File: config.mk
export PLATFORM = sky130hd
export DESIGN_NAME = dm_arbiter
export DESIGN_NICKNAME = d
export VERILOG_FILES = /design/src/rtl/dm_arbiter.sv
export SDC_FILE = /design/constraint.sdc
export NUM_CORES = 1
export LEC_CHECK = 0
export ABC_CLOCK_PERIOD_IN_PS = 6300
export BUFFER_PORTS_ARGS = -buffer_cell sky130_fd_sc_hd__buf_2
export CAP_MARGIN = 20
export CORE_ASPECT_RATIO = 0.75
export CORE_MARGIN = 2
export CORE_UTILIZATION = 30
export DETAILED_ROUTE_END_ITERATION = 7
export HOLD_SLACK_MARGIN = 0.08
export SKIP_LAST_GASP = 1
export SLEW_MARGIN = 0
export SYNTH_ARGS = -nofsm -noshare
export SYNTH_HDL_FRONTEND = slang
export SYNTH_SLANG_ARGS = --single-unit
File: constraint.sdc
create_clock -name Clk -period 6.3 [get_ports Clk]
set_input_delay 1.26 -clock Clk [delete_from_list [all_inputs] [get_ports Clk]]
set_output_delay 1.26 -clock Clk [all_outputs]
set_load 0.02 [all_outputs]
File: src/rtl/dm_arbiter.sv
// dm_arbiter: single-port data-memory arbiter between the M-stage CPU port
// and a burst DMA/loader port; CPU has priority with a bounded starvation window.
module dm_arbiter #(
  parameter int STARVE_LIMIT = 4
) (
  input  logic        Clk,
  input  logic        Reset,
  input  logic        cpu_req,
  input  logic [3:0]  cpu_we,
  input  logic [31:0] cpu_addr,
  input  logic [31:0] cpu_wdata,
  output logic        cpu_stall,
  output logic [31:0] cpu_rdata,
  input  logic        dma_req,
  input  logic        dma_wr,
  input  logic [31:0] dma_base,
  input  logic [7:0]  dma_len,
  input  logic [31:0] dma_wdata,
  output logic        dma_wready,
  output logic [31:0] dma_rdata,
  output logic        dma_rvalid,
  output logic        dma_busy,
  output logic        dma_done,
  output logic [31:0] dm_addr,
  output logic [3:0]  dm_we,
  output logic [31:0] dm_wdata,
  input  logic [31:0] dm_rdata
);

  typedef enum logic {IDLE, ACTIVE} state_t;

  localparam logic [3:0] LIMIT = STARVE_LIMIT[3:0];

  state_t      state_q, state_d;
  logic [31:0] addr_q, addr_d;
  logic [7:0]  left_q, left_d;
  logic        wr_q, wr_d;
  logic [3:0]  starve_q, starve_d;
  logic [31:0] rdata_q, rdata_d;
  logic        rvalid_q, rvalid_d;
  logic        done_q, done_d;
  logic        grant_dma;

  // Register all arbiter state; synchronous reset aborts any burst.
  always_ff @(posedge Clk) begin
    if (Reset) begin
      state_q  <= IDLE;
      addr_q   <= '0;
      left_q   <= '0;
      wr_q     <= 1'b0;
      starve_q <= '0;
      rdata_q  <= '0;
      rvalid_q <= 1'b0;
      done_q   <= 1'b0;
    end else begin
      state_q  <= state_d;
      addr_q   <= addr_d;
      left_q   <= left_d;
      wr_q     <= wr_d;
      starve_q <= starve_d;
      rdata_q  <= rdata_d;
      rvalid_q <= rvalid_d;
      done_q   <= done_d;
    end
  end

  // Slot decision, DM mux, handshakes and next-state for the burst engine.
  always_comb begin
    state_d  = state_q;
    addr_d   = addr_q;
    left_d   = left_q;
    wr_d     = wr_q;
    starve_d = starve_q;
    rdata_d  = rdata_q;
    rvalid_d = 1'b0;
    done_d   = 1'b0;

    grant_dma = (state_q == ACTIVE) &&
                (!cpu_req || starve_q == LIMIT);

    if (grant_dma) begin
      dm_addr  = addr_q;
      dm_we    = wr_q ? 4'hF : 4'h0;
      dm_wdata = dma_wdata;
    end else begin
      dm_addr  = cpu_addr;
      dm_we    = cpu_req ? cpu_we : 4'h0;
      dm_wdata = cpu_wdata;
    end
    if (Reset) dm_we = 4'h0;

    cpu_stall  = cpu_req & grant_dma;
    dma_wready = grant_dma & wr_q;

    unique case (state_q)
      IDLE: begin
        if (dma_req && dma_len != 8'd0) begin
          state_d  = ACTIVE;
          addr_d   = dma_base & ~32'h3;
          left_d   = dma_len;
          wr_d     = dma_wr;
          starve_d = 4'd0;
        end
      end
      ACTIVE: begin
        if (grant_dma) begin
          addr_d   = addr_q + 32'd4;
          left_d   = left_q - 8'd1;
          starve_d = 4'd0;
          if (!wr_q) begin
            rdata_d  = dm_rdata;
            rvalid_d = 1'b1;
          end
          if (left_q == 8'd1) begin
            state_d = IDLE;
            done_d  = 1'b1;
          end
        end else if (cpu_req) begin
          starve_d = starve_q + 4'd1;
        end
      end
      default: state_d = IDLE;
    endcase
  end

  assign cpu_rdata  = dm_rdata;
  assign dma_rdata  = rdata_q;
  assign dma_rvalid = rvalid_q;
  assign dma_done   = done_q;
  assign dma_busy   = (state_q == ACTIVE);

endmodule
==> run summary <==
The flow ran to the end, and the final reports show no timing, DRC or antenna violations. The critical path capture point type is an output pin. The residual overflow from global routing is 0.

The number of warnings issued by yosys came out at 0. At the worst endpoint, the arrival time is 3.05 ns. The first routing iteration left 305 violations. The transition at the pin with the smallest max-transition slack came out at 0.944 ns. The row count is 40. The worst setup path is launched from an input pin. The cell area that synthesis handed to floorplanning was 4920 um2. The clock transition at the register clock pins on the worst setup and hold paths after CTS is 0.06 ns. The number of iterations in the first detailed-routing pass came out at 5. The share of synthesized area in the top cell type comes to 0.317. The global-route wire length before repair is 27.2 mm.

Measured along the x axis, the die boundary spans 152 um. The initial antenna violation count is 0. The clock network latency to the later pin of the worst-skew pair is 0.33 ns.

The leakage power figure is 0.00340 uW. The routed layout has 5,510 vias. In this run the remaining antenna-violating nets after routing total 0.

The number of top-level pins is 314. The fraction of layout cells with a size suffix above 1 came out at 0.375. CTS placed an instance of sky130_fd_sc_hd__clkbuf_16 at the clock tree root. In the global route stage, overall resource usage came out at 0.194. The synthesized netlist cell count is 689.

After synthesis, the share of flip-flops with an asynchronous set or reset is 0. The wire-length estimate of the detail-placed layout is 13.2 mm. Timing would allow up to 232 MHz. The count of final hold-check violations is 0. In this run, post-CTS repair resized a total of 0 instances. The area added between synthesis and finish is 36.4%. Setup violations remaining at the end of the flow were counted as 0. Input and output buffers added on the ports amount to 311. The total length of routed wires is 17.8 mm. The maximum number of pins on one net before global-route repair came out at 94. The share of the Yosys chip area taken by registers is 0.317. The detail-routed via count per cell came out at 4.80.

The deepest clock path buffer count came out at 2. The data required time of the worst path came out at 5.04 ns. The number of global-route vias before repair came to 5,013. The average cell area after synthesis is 7.15 um2. The number of diodes added for antenna fixing came out at 0.

Dividing the detail-routed wire length by the instance count gives 15.5 um. The distinct cell type count after synthesis came out at 64. In the post-synthesis netlist, the cell with the most instances is sky130_fd_sc_hd__nand2_1. After routing, the total negative slack on setup checks comes to 0 ns. Across the VDD grid, the largest voltage drop is 0.000138 V. The core region area is 16,000 um2. The number of remaining DRC errors is 0. After the last flow step, the layout net total stands at 1,118. The number of H-tree levels came out at 3. The min-delay analysis places its worst path in the category flip-flop to flip-flop.

The max-capacitance violation count came out at 0. The final weighted congestion in routability-driven placement is 0.806. The TritonCTS sink count came out at 78.

The number of slew-limit violations in the final report is 0. The initial standard-cell utilization of the core came out at 0.307. The chip height came out at 115 um. The number of flops mapped to enable cells by yosys is 0. Setup repair after global routing left no endpoint under its margin. The power per standard cell area came out at 223 nW/um2. The most area-hungry cell type in the Yosys netlist is sky130_fd_sc_hd__dfxtp_1. The TritonCTS clock tree is done. The final core utilization is 0.419. Synthesis produced a netlist with a net count of 871. The maximum fanout along the worst path came out at 78. Fill cells in the final layout number 1,734. By count the netlist is led by sky130_fd_sc_hd__nand2_1, sky130_fd_sc_hd__dfxtp_1, sky130_fd_sc_hd__clkbuf_1. By area the synthesized netlist is led by sky130_fd_sc_hd__dfxtp_1, sky130_fd_sc_hd__nand2_1, sky130_fd_sc_hd__a22o_1. The routed design could run at a clock period as short as 4.31 ns. The number of setup buffers added after CTS is 0. The worst clock skew on the final layout is 0.00600 ns.

Dividing the final minimum period by the clock period gives 0.684. The overall die area came out at 17,500 um2. The total of hold buffers inserted after clock tree synthesis is 0.

For this run, the leading register cell type out of synthesis is sky130_fd_sc_hd__dfxtp_1. Synthesis inferred 78 register bits. In this run the tightest slew margin relative to its limit is 0.371. Buffers inserted during clock tree synthesis total 9. The critical path in this run is classified as input pin to output pin.
==> flip-flops by register name, summed over array words and instances (netlist names) <==
name and flops:
addr_q 30, dma_busy 1, dma_done 1, dma_rdata 32, dma_rvalid 1, left_q 8
starve_q 4, wr_q 1
==> cell usage in the layout (no fill, tap or decap), types with 3 or more instances in the layout <==
cell	netlist	layout
sky130_fd_sc_hd__ha_1	5	5
sky130_fd_sc_hd__a211oi_1	8	8
sky130_fd_sc_hd__nor3b_1	6	6
sky130_fd_sc_hd__nor3_1	9	8
sky130_fd_sc_hd__and4_1	3	3
sky130_fd_sc_hd__o22ai_1	8	8
sky130_fd_sc_hd__a31oi_1	4	4
sky130_fd_sc_hd__a22o_1	32	32
sky130_fd_sc_hd__nand2b_1	5	5
sky130_fd_sc_hd__nand4_1	10	10
sky130_fd_sc_hd__a21o_1	3	3
sky130_fd_sc_hd__and3_1	4	4
sky130_fd_sc_hd__and2_1	6	6
sky130_fd_sc_hd__nand3b_1	6	6
sky130_fd_sc_hd__nor2_1	27	26
sky130_fd_sc_hd__mux2i_1	17	17
sky130_fd_sc_hd__inv_1	14	14
sky130_fd_sc_hd__nand2_1	210	210
sky130_fd_sc_hd__buf_2	7	311
sky130_fd_sc_hd__nor4_1	3	3
sky130_fd_sc_hd__dfxtp_1	78	77
sky130_fd_sc_hd__o32ai_1	8	8
sky130_fd_sc_hd__clkbuf_16	0	9
sky130_fd_sc_hd__nor2b_1	12	12
sky130_fd_sc_hd__nand3_1	15	15
sky130_fd_sc_hd__or3_1	4	4
sky130_fd_sc_hd__buf_4	33	6
sky130_fd_sc_hd__a21oi_1	38	38
sky130_fd_sc_hd__o21ai_0	35	35
==> final cells by class <==
type                            count  area (um2)  area share
Clock buffer                       10         239      0.0356
Clock inverter                      4        72.6      0.0108
Inverter                           14        52.6     0.00783
Multi-Input combinational cell    514        2890       0.430
Sequential cell                    78        1560       0.233
Tap cell                          210         263      0.0391
Timing Repair Buffer              319        1640       0.244
==> through the flow <==
| step | total power, uW | area, um2 | hold WS, ns | std cells | setup WS, ns |
|---|---|---|---|---|---|
| 5_1_grt | 1580 | 6720 | 0.487 | 1149 | 1.78 |
| 6_report | 1500 | 6720 | 0.472 | 1149 | 1.99 |
| 2_1_floorplan | 809 | 4920 | 0.441 | 689 | 2.39 |
| 3_3_place_gp | 949 | 6390 | 0.457 | 1134 | 2.00 |
| 4_1_cts | 1510 | 6700 | 0.473 | 1148 | 2.00 |
| 3_5_place_dp | 952 | 6390 | 0.460 | 1134 | 1.99 |
==> cells by family (layout without fill, tap and decap cells) <==
family | after synthesis | count (layout) | share of synthesized area
muxes | 17 | 17 | 0.0346
buffers and inverters | 97 | 347 | 0.101
and+or+nand+nor | 337 | 337 | 0.322
DFF | 78 | 78 | 0.317
AOI/OAI and AO/OA | 155 | 155 | 0.213
adders and majority gates | 5 | 5 | 0.0127
==> routing by layer <==
metal / share of wire / vias up / global-route usage / wire [um]
met1: 0.47 / 2485 / 0.271 / 8450
met5: 0 / - / 0 / 0
met2: 0.47 / 170 / 0.312 / 8290
met4: 0.0065 / 0 / 0.0399 / 116
li1: - / 2846 / - / -
met3: 0.053 / 9 / 0.0403 / 952
==> path summary, 6_finish.rpt <==
kind	from	end	slack (ns)	cells after the start
worst max-delay path	cpu_req	dm_we[2]	1.99	5
worst min register to register	dma_rdata[1]	dma_rdata[1]	0.47	1
worst max register to register	starve_q[0]	addr_q[26]	3.27	9
worst min-delay path	dma_rdata[1]	dma_rdata[1]	0.47	1
==> critical path: stages <==
cell and delay, ns:
sky130_fd_sc_hd__buf_2 0.23, sky130_fd_sc_hd__a21bo_4 0.75, sky130_fd_sc_hd__o21ai_0 0.37, sky130_fd_sc_hd__nor2_1 0.17
sky130_fd_sc_hd__buf_2 0.18
==> power by group <==
part | internal, uW | leakage [uW] | total (uW) | switching, uW
Sequential | 525 | 0.000639 | 562 | 36.7
Clock | 353 | 0.000150 | 559 | 206
Combinational | 150 | 0.00261 | 380 | 230
Total | 1030 | 0.00340 | 1500 | 473
Power figures use the tool's default switching activity.
